--- src/rtl/wb_sdram_arbiter.sv ---
// wb_sdram_arbiter: round-robin two-master Wishbone arbiter with ack watchdog in front of the SDRAM controller slave port
module wb_sdram_arbiter #(
  parameter int DW      = 32,
  parameter int AW      = 26,
  parameter int TIMEOUT = 64
) (
  input  logic              sys_clk,
  input  logic              RESET,
  input  logic              sdr_init_done,
  input  logic [1:0]        m_wb_cyc_i,
  input  logic [1:0]        m_wb_stb_i,
  input  logic [1:0]        m_wb_we_i,
  input  logic [2*AW-1:0]   m_wb_addr_i,
  input  logic [2*DW-1:0]   m_wb_dat_i,
  input  logic [2*DW/8-1:0] m_wb_sel_i,
  input  logic [5:0]        m_wb_cti_i,
  output logic [DW-1:0]     m_wb_dat_o,
  output logic [1:0]        m_wb_ack_o,
  output logic [1:0]        m_wb_err_o,
  output logic              s_wb_cyc_o,
  output logic              s_wb_stb_o,
  output logic              s_wb_we_o,
  output logic [AW-1:0]     s_wb_addr_o,
  output logic [DW-1:0]     s_wb_dat_o,
  output logic [DW/8-1:0]   s_wb_sel_o,
  output logic [2:0]        s_wb_cti_o,
  input  logic [DW-1:0]     s_wb_dat_i,
  input  logic              s_wb_ack_i,
  output logic [1:0]        gnt_o,
  output logic              timeout_sticky_o,
  output logic [7:0]        timeout_cnt_o
);
  localparam int SW = DW / 8;
  typedef enum logic [1:0] {S_IDLE, S_GRANT, S_ABORT} state_t;
  state_t     r_state;
  logic       r_owner;
  logic       r_last;
  logic [7:0] r_wd;
  logic [1:0] r_gnt;
  logic [1:0] r_err;
  logic       r_sticky;
  logic [7:0] r_tcnt;
  logic [1:0] w_req;
  logic       w_pick;
  logic       w_act;
  assign w_req  = m_wb_cyc_i & m_wb_stb_i;
  assign w_pick = &w_req ? ~r_last : w_req[1];
  assign w_act  = r_state == S_GRANT;
  assign s_wb_cyc_o  = w_act & m_wb_cyc_i[r_owner];
  assign s_wb_stb_o  = w_act & m_wb_stb_i[r_owner];
  assign s_wb_we_o   = w_act & m_wb_we_i[r_owner];
  assign s_wb_addr_o = !w_act ? '0 : r_owner ? m_wb_addr_i[2*AW-1:AW] : m_wb_addr_i[AW-1:0];
  assign s_wb_dat_o  = !w_act ? '0 : r_owner ? m_wb_dat_i[2*DW-1:DW] : m_wb_dat_i[DW-1:0];
  assign s_wb_sel_o  = !w_act ? '0 : r_owner ? m_wb_sel_i[2*SW-1:SW] : m_wb_sel_i[SW-1:0];
  assign s_wb_cti_o  = !w_act ? '0 : r_owner ? m_wb_cti_i[5:3] : m_wb_cti_i[2:0];
  assign m_wb_ack_o  = w_act ? {r_owner, ~r_owner} & {2{s_wb_ack_i}} : 2'b00;
  assign m_wb_dat_o  = s_wb_dat_i;
  assign m_wb_err_o  = r_err;
  assign gnt_o       = r_gnt;
  assign timeout_sticky_o = r_sticky;
  assign timeout_cnt_o    = r_tcnt;
  always_ff @(posedge sys_clk) begin
    if (RESET) begin
      r_state  <= S_IDLE;
      r_owner  <= 1'b0;
      r_last   <= 1'b1;
      r_wd     <= '0;
      r_gnt    <= 2'b00;
      r_err    <= 2'b00;
      r_sticky <= 1'b0;
      r_tcnt   <= '0;
    end else begin
      r_err <= 2'b00;
      case (r_state)
        S_IDLE: begin
          if (sdr_init_done && |w_req) begin
            r_state <= S_GRANT;
            r_owner <= w_pick;
            r_last  <= w_pick;
            r_gnt   <= w_pick ? 2'b10 : 2'b01;
            r_wd    <= '0;
          end
        end
        S_GRANT: begin
          if (!m_wb_cyc_i[r_owner]) begin
            r_state <= S_IDLE;
            r_gnt   <= 2'b00;
          end else if (s_wb_ack_i || !m_wb_stb_i[r_owner]) begin
            r_wd <= '0;
          end else if (r_wd == 8'(TIMEOUT - 1)) begin
            r_state  <= S_ABORT;
            r_gnt    <= 2'b00;
            r_err    <= r_owner ? 2'b10 : 2'b01;
            r_sticky <= 1'b1;
            r_tcnt   <= r_tcnt == 8'hff ? r_tcnt : r_tcnt + 8'd1;
          end else begin
            r_wd <= r_wd + 8'd1;
          end
        end
        default: begin
          r_state <= S_IDLE;
          r_last  <= r_owner;
          r_wd    <= '0;
        end
      endcase
    end
  end
endmodule

--- config.mk ---
export PLATFORM = sky130hd
export DESIGN_NAME = wb_sdram_arbiter
export DESIGN_NICKNAME = d
export VERILOG_FILES = /design/src/rtl/wb_sdram_arbiter.sv
export SDC_FILE = /design/constraint.sdc
export NUM_CORES = 1
export LEC_CHECK = 0
export ABC_AREA = 0
export CORE_AREA = 2 2 110 112
export DETAILED_ROUTE_END_ITERATION = 7
export DIE_AREA = 0 0 112 114
export HOLD_SLACK_MARGIN = 0.02
export PLACE_DENSITY = 0.68
export SLEW_MARGIN = 10
export SYNTH_ARGS = -nofsm -noshare
export SYNTH_HDL_FRONTEND = slang
export SYNTH_SLANG_ARGS = --single-unit
export TNS_END_PERCENT = 1
--- constraint.sdc ---
create_clock -name sys_clk -period 3.65 [get_ports sys_clk]
set_input_delay 0.73 -clock sys_clk [delete_from_list [all_inputs] [get_ports sys_clk]]
set_output_delay 0.73 -clock sys_clk [all_outputs]
set_load 0.02 [all_outputs]
==> results.cfg, run 1 <==
[synth]
ys_warn_count = 0
synth_edf_count = 0
synth_area_per_cell_um2 = 7.60
syn_area_um2 = 2620
async_flop_share = 0
yosys.area.top_type_share = 0.272
syn-num-nets = 518
seq_area_frac_synth = 0.191
synth_cell_types = 44
synth_top_cell_by_area = mux2i_1
synth-main-ff-cell = dfxtp_1
netlist_top_cells_area = mux2i_1 27%, dfxtp_1 19%, nor2_1 11%
synthCells = 344
ys_ff_latch = 25

[power_and_ir_drop]
power_density_nw_per_um2 = 187
ir_drop_v = 0.000148
power.total_w = 0.000904
p_leak_nw = 1.60

[critical_path]
cp_max_fo = 5
path_cells = clkdlybuf4s50_1, mux2i_1, nor2_1, clkdlybuf4s50_1
reg2reg_to = timeout_cnt_o[7]
critPathLaunchType = input port
cp.required_ps = 2920
cp_slowest_cell = clkdlybuf4s50_1
reg2reg_depth = 5
critPathLaunch = m_wb_cyc_i[1]
cp.arrival_ps = 2400
critical-path-max-stage-delay_ps = 600
r2r-start = r_owner
crit_path_end_kind = output pin
crit_type = input port to output pin
cpMostUsedCell = clkdlybuf4s50_1
r2r_setup_slack_ps = 1090

[floorplanning]
die-area_um2 = 12800
num_rows = 40
core_um2 = 11700
die_x_um = 112
die_h_um = 114
start_util = 0.223
io_pins = 287

[grt]
grt_max_degree = 53
antenna_found_initial = 0
grt_pass1_wl_um = 17900
track_usage = 0.181
grt-ovfl-total = 0
grt_pass1_vias = 3061

[min_path]
min_from = timeout_sticky_o
min_path_cells = 2
holdPathEnd = timeout_sticky_o
worstHoldPathType = flop to flop

[clock_network]
clock-sinks = 25
numCtsBuffers = 3
h-tree-depth = 1
cts.clk_slew.worst_paths_ps = 60
holdBufCountCts = 0
clockBufferDepth = 2
post-cts-setup-buffers = 0
cts_tree = done
cts_resized = 0
cts_root_buffer = clkbuf_16
clk_latency_ps = 260

[placement]
dp_cells = 665
dp_hpwl_um = 10400
gp_congestion = 0.849
io_buffers = 222

[timing]
clock.fmax_ghz = 0.320
hold_ws_ps = 473
relSlewSlack = 0.527
worstMarginPinSlew_ps = 701
rsz0062_at_grt = no
skew_ps = 4.10
period_share = 0.856
setup-violations-final = 0
slew_violations = 0
fin_setup_tns_ps = 0
hold_viol_final = 0
layout_min_cycle_time_ps = 3130

[run]
maxCapViolations = 0

[layout]
num_antenna_cells = 0
drive_above_1_share = 0.0421
finish.utilization = 0.412
nets = 697
nFillCells = 1218
area_growth_syn_to_layout_pct = 84.6
final_common_cell = clkdlybuf4s50_1
final_cell_mix = 222 x clkdlybuf4s50_1, 79 x nor2_1, 71 x mux2i_1
fin_cells = 669

[drt]
wirelength_um = 12600
drc = 0
routed_via_density = 4.79
ant_nets = 0
post_drt_wl_per_cell_um = 18.9
vias = 3207
dr.pass1.iters = 5
first_iter_violations = 125

[status]
status = complete, no violations
-- final cells by class --
cell class,count,area [um2],share of cell area
clock buffer,4,78.8,0.0163
sequential,25,504,0.104
inverter,3,11.3,0.00233
tap,147,184,0.0381
timing repair buffer,229,2290,0.474
multi-input combinational,261,1760,0.365
-- per-layer routing --
layer,GRT usage,share of wire,vias to the layer above
met1,0.213,0.39,1464
met4,0.0285,0.011,0
met2,0.283,0.44,178
li1,-,-,1546
met5,0,0,-
met3,0.119,0.16,19
-- flip-flops by register name, summed over array words and instances (netlist names) --
signal / count
r_wd: 8
timeout_cnt_o: 8
gnt_o: 2
m_wb_err_o: 2
r_state: 2
r_last: 1
r_owner: 1
timeout_sticky_o: 1
-- through the flow --
step	instance area, um2	setup slack, ps
2_1_floorplan	2620	1330
3_3_place_gp	4750	535
3_5_place_dp	4750	538
4_1_cts	4830	525
5_1_grt	4830	428
6_report	4830	525
-- power breakdown --
| part | total, W | internal, W | switching [W] |
|---|---|---|---|
| clock | 0.000248 | 0.000150 | 0.0000989 |
| combinational | 0.000373 | 0.000222 | 0.000151 |
| sequential | 0.000282 | 0.000275 | 0.00000715 |
-- worst max path at each step --
stage / end / slack (ps) / depth (start not counted)
floorplan: s_wb_addr_o[0] / 1330 / 4
global placement: s_wb_cyc_o / 540 / 4
detailed placement: s_wb_cyc_o / 540 / 4
CTS: s_wb_cyc_o / 520 / 4
global route: s_wb_cyc_o / 430 / 4
finish: s_wb_cyc_o / 520 / 4
-- Yosys cell counts, drive strengths merged (2+ instances only) --
| library cell | instances |
|---|---|
| or4 | 2 |
| o41ai | 2 |
| and2 | 3 |
| nor4 | 6 |
| or3b | 2 |
| buf | 42 |
| nand2b | 3 |
| inv | 3 |
| o22ai | 2 |
| clkbuf | 13 |
| ha | 2 |
| nor2b | 9 |
| nor3 | 5 |
| mux2i | 71 |
| nor2 | 79 |
| a311oi | 2 |
| a31oi | 2 |
| nand4 | 4 |
| nand3 | 11 |
| and3 | 4 |
| mux2 | 6 |
| nand2 | 15 |
| and4 | 4 |
| a21oi | 8 |
| dfxtp | 25 |
| o31ai | 5 |
-- critical path, delay by kind of cell --
kind                   cells  cell delay, ps
AND/OR/NAND/NOR            1             140
multiplexers               1             470
buffers and inverters      2            1040
-- kinds of logic (layout without fill, tap and decap cells) --
group,after synthesis,in the layout,share of synthesized area
buffers and inverters,58,236,0.135
and+or+nand+nor,152,152,0.284
DFF,25,25,0.191
adders and majority gates,2,2,0.00957
muxes,77,77,0.298
AOI/OAI and AO/OA,30,30,0.0823
Power figures use the tool's default switching activity.
==> run 2, diff against run 1 <==
- CELL_PAD_IN_SITES_DETAIL_PLACEMENT: unset -> 1
- CELL_PAD_IN_SITES_GLOBAL_PLACEMENT: unset -> 1
- CORE_AREA: 2 2 110 112 -> unset
- CORE_UTILIZATION: unset -> 19
- DIE_AREA: 0 0 112 114 -> unset
- PLACE_DENSITY: 0.68 -> 0.87
==> results.cfg, run 2 (synthesis gave the netlist of run 1 again) <==
[clock_network]
cts_tree = done
clockBufferDepth = 2
h-tree-depth = 1
cts_resized = 0
clock-sinks = 25
numCtsBuffers = 3
cts.clk_slew.worst_paths_ps = 70
holdBufCountCts = 0
clk_latency_ps = 270
cts_root_buffer = clkbuf_16
post-cts-setup-buffers = 0

[layout]
drive_above_1_share = 0.0441
multi_input_area_um2 = 1760
nets = 697
final_cell_mix = 222 x clkdlybuf4s50_1, 79 x nor2_1, 71 x mux2i_1
nFillCells = 1619
fin_cells = 698
final_common_cell = clkdlybuf4s50_1
num_antenna_cells = 0
area_growth_syn_to_layout_pct = 86.1
final_area_um2 = 4870
seqCellArea_um2 = 504

[critical_path]
path_buf_inv = 2
critical-path-max-stage-delay_ps = 600
cp.arrival_ps = 2380
cpMostUsedCell = clkdlybuf4s50_1
cp_max_fo = 5
path_cells = clkdlybuf4s50_1, mux2i_1, nor2_1, clkdlybuf4s50_1
r2r-start = r_state[1]
path_depth = 4
cp_top_family = buffers and inverters
crit_path_end_kind = output pin
critPathLaunchType = input port
cp_slowest_cell = clkdlybuf4s50_1
cp.required_ps = 2920
reg2reg_depth = 4
crit_type = input port to output pin
critPathLaunch = m_wb_cyc_i[1]

[placement]
io_buffers = 222
gp_congestion = 0.899
dp_hpwl_um = 11600
dp_cells = 694
placed_cell_area_um2 = 4780

[min_path]
min_from = gnt_o[1]
worstHoldPathType = flop to flop
min_path_cells = 2

[timing]
hold_viol_final = 0
fin_setup_tns_ps = 0
relSlewSlack = 0.482
skew_ps = 2.35
setup-violations-final = 0
layout_min_cycle_time_ps = 3110
worstMarginPinSlew_ps = 777
rsz0062_at_grt = no
period_share = 0.853
clock.fmax_ghz = 0.321
slew_violations = 0

[drt]
dr.pass1.iters = 4
ant_nets = 0
post_drt_wl_per_cell_um = 20.1
wl_met1_um = 5140
wirelength_um = 14100
routed_via_density = 4.59
drc = 0
first_iter_violations = 148
wl_met2_um = 6940
routed.top_layer = met4
vias = 3206
dr_wl_met3_um = 1860

[grt]
grt_pass1_wl_um = 20200
grt_max_degree = 71
grt_pass1_vias = 3412
track_usage = 0.186
grt-ovfl-total = 0
antenna_found_initial = 0

[run]
maxCapViolations = 0

[power_and_ir_drop]
power.total_w = 0.000916
ir_drop_v = 0.000151
power_density_nw_per_um2 = 188
p_leak_nw = 1.60

[status]
status = complete, no violations

[floorplanning]
die-area_um2 = 14200
start_util = 0.196
core_um2 = 13300
die_x_um = 119
die_h_um = 119
io_pins = 287
num_rows = 42
-- run 2: cell count changes in the layout (fill, tap and decap cells not counted), sizes merged --
cell / change
clkinvlp: +1
clkbuf: -1
-- run 2: worst paths after layout --
check,endpoint,slack [ps]
worst min register to register,gnt_o[1],480
worst max register to register,timeout_cnt_o[3],1120
worst min-delay path,gnt_o[1],480
worst max-delay path,s_wb_cyc_o,540
-- run 2: area by class of cell --
type                            count  share of cell area
Timing Repair Buffer              229               0.470
Multi-Input combinational cell    261               0.362
Sequential cell                    25               0.104
Tap cell                          176              0.0452
Clock buffer                        3              0.0154
Inverter                            3             0.00231
Clock inverter                      1             0.00154
-- run 2: worst register-to-register path: cells and delay by family (launching register included) --
family | cells | cell delay [ps]
and+or+nand+nor | 3 | 1670
DFF | 1 | 380
muxes | 1 | 380
-- run 2: power breakdown --
group	internal (W)	switching, W
registers	0.000275	0.00000592
logic	0.000222	0.000156
clock network	0.000149	0.000108
-- run 2: stage by stage --
stage	util	hold WS (ps)	worst slack, ps
after global routing	0.365	523	479
final	0.365	477	538
after floorplan	-	465	1330
after detailed placement	0.358	477	526
after global placement	0.358	470	549
after CTS	0.365	486	516
-- run 2: layer usage --
metal	track usage	up-vias
met2	0.338	161
met4	0.0289	0
li1	-	1546
met3	0.103	9
met1	0.187	1490
met5	0	-
